## config.mk

```make
export PLATFORM = sky130hd
export DESIGN_NAME = pc_unit
export DESIGN_NICKNAME = d
export VERILOG_FILES = /design/src/rtl/pc_pkg.sv /design/src/rtl/pc_unit_target_sel.sv /design/src/rtl/pc_unit.sv
export SDC_FILE = /design/constraint.sdc
export NUM_CORES = 1
export LEC_CHECK = 0
export ABC_AREA = 1
export CORE_ASPECT_RATIO = 1.2
export CORE_UTILIZATION = 54
export CTS_CLUSTER_DIAMETER = 60
export DETAILED_ROUTE_END_ITERATION = 12
export DONT_BUFFER_PORTS = 1
export HOLD_SLACK_MARGIN = 0.06
export PLACE_DENSITY = 0.69
export SYNTH_ARGS = -nofsm -noshare
export SYNTH_HDL_FRONTEND = slang
export SYNTH_SLANG_ARGS = --single-unit
```

## constraint.sdc

```tcl
create_clock -name clk -period 3 [get_ports clk]
set_input_delay 0.6 -clock clk [delete_from_list [all_inputs] [get_ports clk]]
set_output_delay 0.6 -clock clk [all_outputs]
set_load 0.03 [all_outputs]
```

## src/rtl/pc_pkg.sv

```systemverilog
// Shared encodings for the program-counter unit: target selects and sequencer states.
package pc_pkg;

  localparam int unsigned SEL_W = 2;

  typedef enum logic [SEL_W-1:0] {
    SEQ      = 2'd0,
    BRANCH   = 2'd1,
    JUMP_ALU = 2'd2,
    JUMP_REG = 2'd3
  } pc_sel_e;

  typedef enum logic {
    RUN  = 1'b0,
    PEND = 1'b1
  } pc_state_e;

endpackage

```

## src/rtl/pc_unit_target_sel.sv

```systemverilog
// Candidate next-PC selection; flags any candidate that departs from the sequential path.
module pc_target_sel
  import pc_pkg::*;
#(
  parameter int unsigned XLEN = 32,
  parameter int unsigned STEP = 4
) (
  input  logic [XLEN-1:0]  pc,
  input  logic [SEL_W-1:0] pc_sel,
  input  logic             bcond,
  input  logic [XLEN-1:0]  alu_result,
  input  logic [XLEN-1:0]  alu_out,
  output logic [XLEN-1:0]  candidate,
  output logic             redirect
);

  logic [XLEN-1:0] seq_pc;

  assign seq_pc = pc + XLEN'(STEP);

  always_comb begin
    candidate = seq_pc;
    unique case (pc_sel_e'(pc_sel))
      SEQ:      candidate = seq_pc;
      BRANCH:   candidate = bcond ? alu_out : seq_pc;
      JUMP_ALU: candidate = alu_result;
      JUMP_REG: candidate = {alu_out[XLEN-1:1], 1'b0};
      default:  candidate = seq_pc;
    endcase
  end

  assign redirect = (candidate != seq_pc);

endmodule

```

## src/rtl/pc_unit.sv

```systemverilog
// Program-counter register with stall-deferred redirects, misaligned-target trapping
// and an update counter.
module pc_unit
  import pc_pkg::*;
#(
  parameter int unsigned     XLEN       = 32,
  parameter logic [XLEN-1:0] RESET_PC   = '0,
  parameter int unsigned     STEP       = 4,
  parameter int unsigned     ALIGN_BITS = 2,
  parameter logic [XLEN-1:0] TRAP_VEC   = XLEN'(32'h100),
  parameter int unsigned     CNT_W      = 32
) (
  input  logic             clk,
  input  logic             reset_n,
  input  logic             pc_write,
  input  logic             stall,
  input  logic [SEL_W-1:0] pc_sel,
  input  logic             bcond,
  input  logic [XLEN-1:0]  alu_result,
  input  logic [XLEN-1:0]  alu_out,
  input  logic             trap_req,
  output logic [XLEN-1:0]  pc,
  output logic [XLEN-1:0]  next_pc,
  output logic             redirect_pending,
  output logic             misaligned,
  output logic [XLEN-1:0]  bad_target,
  output logic [CNT_W-1:0] upd_count
);

  localparam logic [XLEN-1:0] ALIGN_MASK = ~({XLEN{1'b1}} << ALIGN_BITS);

  pc_state_e       state_q, state_d;
  logic [XLEN-1:0] pc_q, pc_d;
  logic [XLEN-1:0] pend_q, pend_d;
  logic [XLEN-1:0] bad_q, bad_d;
  logic            mis_q, mis_d;
  logic [CNT_W-1:0] cnt_q;
  logic            pc_we;
  logic            load;
  logic [XLEN-1:0] load_tgt;
  logic [XLEN-1:0] candidate;
  logic            redirect;

  pc_target_sel #(
    .XLEN (XLEN),
    .STEP (STEP)
  ) u_target_sel (
    .pc         (pc_q),
    .pc_sel     (pc_sel),
    .bcond      (bcond),
    .alu_result (alu_result),
    .alu_out    (alu_out),
    .candidate  (candidate),
    .redirect   (redirect)
  );

  // Sequencer: trap first, then pending release, then fresh requests.
  always_comb begin
    state_d  = state_q;
    pc_d     = pc_q;
    pend_d   = pend_q;
    bad_d    = bad_q;
    mis_d    = 1'b0;
    pc_we    = 1'b0;
    load     = 1'b0;
    load_tgt = candidate;

    if (trap_req) begin
      pc_d    = TRAP_VEC;
      pend_d  = '0;
      state_d = RUN;
      pc_we   = 1'b1;
    end else begin
      unique case (state_q)
        PEND: begin
          if (!stall) begin
            load     = 1'b1;
            load_tgt = pend_q;
            state_d  = RUN;
          end else if (pc_write && redirect) begin
            pend_d = candidate;
          end
        end
        RUN: begin
          if (pc_write) begin
            if (!stall) begin
              load     = 1'b1;
              load_tgt = candidate;
            end else if (redirect) begin
              pend_d  = candidate;
              state_d = PEND;
            end
          end
        end
        default: state_d = RUN;
      endcase
    end

    // Misaligned loads divert to the trap vector instead.
    if (load) begin
      pc_we = 1'b1;
      if ((load_tgt & ALIGN_MASK) != '0) begin
        pc_d  = TRAP_VEC;
        bad_d = load_tgt;
        mis_d = 1'b1;
      end else begin
        pc_d = load_tgt;
      end
    end
  end

  always_ff @(posedge clk or negedge reset_n) begin
    if (!reset_n) begin
      state_q <= RUN;
      pc_q    <= RESET_PC;
      pend_q  <= '0;
      bad_q   <= '0;
      mis_q   <= 1'b0;
      cnt_q   <= '0;
    end else begin
      state_q <= state_d;
      pc_q    <= pc_d;
      pend_q  <= pend_d;
      bad_q   <= bad_d;
      mis_q   <= mis_d;
      if (pc_we) cnt_q <= cnt_q + CNT_W'(1);
    end
  end

  assign pc               = pc_q;
  assign next_pc          = candidate;
  assign redirect_pending = (state_q == PEND);
  assign misaligned       = mis_q;
  assign bad_target       = bad_q;
  assign upd_count        = cnt_q;

endmodule

```

==> impl_results.md <==
* Die Area at 15,400 sq um
* Tot Pwr at 5480 uW
* Slew @ Worst Pin at 0.639 ns
* Hold WC Path Type: in2async
* Final period util at 96.0%
* Outcome: finished with violations
* Sequential group share of total power at 45.2%
* Via count of the first global-routing pass at 7,664
* Chip Width at 114 um
* First-pass GRT wire length at 40,800 um
* Skew final at 0.0124 ns
* Core footprint at 14,500 sq um
* Unrepaired setup endpoints after global routing: true
* Top-area cell type share of the netlist area at 40.3%
* Grt total ovfl at 0
* Violated checks: hold timing
* Switch Pwr at 1970 uW
* Final setup violation count at 0
* Sw frac at 36.0%
* Number of synthesized register bits at 130
* DRC at 0
* Synth Instances at 1,155
* Final Hold Vio Count at 130
* DRT iter0 DRCs at 817
* # Max-Cap Violations at 0
* PD cells at 597 nW/um^2
* Comb power frac at 16.6%
* Antenna cells at 0
* Most area-consuming cells after synthesis: dfrtp_1 40%, nand2_1 19%, nand3_1 9.5%
* Hold Slack at -0.140 ns
* Total CTS buffers at 17
* CP max FO at 6
* P&R area growth vs syn at 13.7%
* Htree depth at 4
* Initial DRT Pass Iterations at 6
* Sequential area share after synthesis at 40.3%
* CTS Buffer Depth at 2
* Lkg Pwr at 0.00464 uW
* Worst Path Arrival at 2.28 ns
* Mapped Nets at 1,229
* Worst-path clk slew at 0.07 ns
* Clk sinks at 130
* Critical Path End Type: output pin
* Initial antenna violation count at 0
* IR Drop Worst-Case VDD at 0.529 mV
* Row cnt at 48
* Port Buf Inserts at 0
* CP Class: reg2out
* Die Y at 136 um
* Post-route ant nets at 0
* Cell taking the most area after synthesis: dfrtp_1
* Layout cells sized above 1 at 11.2%
* Final WS setup at 0.121 ns
* Avg Inst Size Synth at 6.99 sq um
* Clk Latency, worst-skew pair at 0.43 ns
* HPWL after detailed placement at 20,100 um
* CTS tree: yes
* Mapped Area at 8070 sq um
* Starting Density at 55.7%
* Vias per cell at 5.77
* Crit path required time at 2.40 ns
* Slew margin rel. at 57.4%
* Place WS at 0.196 ns
* # fillers at 1,378
* Overall routing resource usage at 35.2%
* Via count at 8,079
* YS warnings at 0
* CTS Root Cell: clkbuf_16
* Highest clock rate at 0.347 GHz
* Final Max Tran Viols at 0
* Final Wtd Congestion at 0.986
* Ports at 202
* Pint at 3510 uW
* Clock share of power at 38.1%
* Nets@finish at 1,262
* Setup_tns at 0 ns
* Count of different cell masters after synthesis at 37
* Critical path startpoint category: register
* Post-CTS setup buffers at 0
* Drt total wl at 26,500 um
* Largest net degree at the start of global routing at 131
* Final critical-path required period at 2.88 ns
* Avg WL per Cell at 18.9 um
-- metrics by stage --
step / util (%) / area (sq um) / hold slack, ns / std cells
after global placement: 59.2 / 8560 / 0.307 / 1369
after floorplan: - / 8070 / 0.304 / 1155
final: 63.4 / 9180 / -0.140 / 1401
after global routing: 63.4 / 9180 / -0.147 / 1401
after CTS: 63.3 / 9160 / -0.148 / 1401
after detailed placement: 59.2 / 8560 / 0.307 / 1369
-- power groups by stage --
stage	combinational, uW	sequential [uW]	clock (uW)
global route	1000	2510	2170
finish	910	2480	2090
floorplan	633	2490	0
global placement	878	2500	0
detailed placement	893	2510	0
CTS	901	2480	2110
-- layout make-up --
class,instances,area [sq um],area share [%]
clock inverters,11,129,1.40
flip-flops and latches,130,3250,35.4
well taps,200,250,2.73
clock buffers,21,460,5.02
inverters,85,319,3.48
multi-input cells,894,4290,46.7
repair buffers,60,475,5.18
-- metal layers --
metal	wire, um	vias up	GRT usage (%)	part of all wire [%]
met5	0	-	0	0
li1	-	3882	-	-
met1	11000	3745	44.7	42
met3	2380	68	8.87	9.0
met4	1070	0	17.4	4.0
met2	12000	384	56.0	45
-- cell usage after synthesis (all sizes together) --
library cell  count
nand3           154
or2               1
o21ai            85
and2              2
nor3              5
inv              85
nor2             92
nor3b             1
a22o              1
o21a              2
nand2           418
nand3b            2
nand4            49
o21bai            2
buf              24
ha                2
clkbuf           22
xor2             21
mux2i            14
a21boi            4
a32oi             1
xnor2             8
o22ai            25
a21oi             4
nor4              1
dfrtp           130
-- registers in the layout, summed over array words and instances (netlist names) --
register / flops
redirect_pending: 1
pend_q: 32
bad_target: 32
pc: 32
upd_count: 32
misaligned: 1
-- cell usage in the layout (no fill, tap or decap), types with 14 or more instances in the layout --
cell | synthesis | routed
o21ai_1 | 18 | 18
nor2_1 | 77 | 76
inv_1 | 77 | 74
nand3_1 | 153 | 153
buf_4 | 5 | 58
dfrtp_1 | 130 | 130
xor2_1 | 21 | 21
mux2i_1 | 14 | 14
o22ai_1 | 25 | 25
o21ai_0 | 67 | 67
clkbuf_16 | 0 | 17
nand4_1 | 49 | 49
nand2_1 | 410 | 405
-- path summary, 6_finish.rpt --
check | from | to | slack, ns | cells past startpoint
worst min register to register | pend_q[4]$_DFFE_PN0P_ | pend_q[4]$_DFFE_PN0P_ | 0.50 | 2
worst max register to register | pc[3]$_DFFE_PN0P_ | redirect_pending$_DFF_PN0_ | 0.31 | 15
worst max-delay path | pc[3]$_DFFE_PN0P_ | next_pc[25] | 0.12 | 10
max in group asynchronous | reset_n | bad_target[30]$_DFFE_PN0P_ | 2.86 | 0
worst min-delay path | reset_n | pc[0]$_DFFE_PN0P_ | -0.14 | 0
min in group clk | trap_req | redirect_pending$_DFF_PN0_ | 0.35 | 3
-- cell families (layout without fill, tap and decap cells) --
logic type	after synthesis	count (layout)	synth area share, %
AOI/OAI and AO/OA	124	124	8.47
buffers and inverters	131	177	6.81
adders and majority gates	2	2	0.310
and+or+nand+nor	725	725	39.2
xor gates and xnor gates	29	29	3.15
DFF	130	130	40.3
muxes	14	14	1.74
-- worst max-delay path: stages, from the launching register on --
cell	delay, ns
dfrtp_1	0.37
buf_4	0.20
nand2_1	0.10
nor2_4	0.18
nand2_4	0.13
nor2_4	0.20
nand2_1	0.08
nand2_1	0.09
nand2_1	0.07
a21boi_0	0.19
buf_4	0.22
-- what timing repair did --
item | CTS | global route
hold endpoints to repair | 130 | 130
pin swaps | 0 | 2
setup endpoints to repair | 2 | 9
gates resized for setup | 2 | 9
No activity file was read; power rests on OpenSTA's default activity.
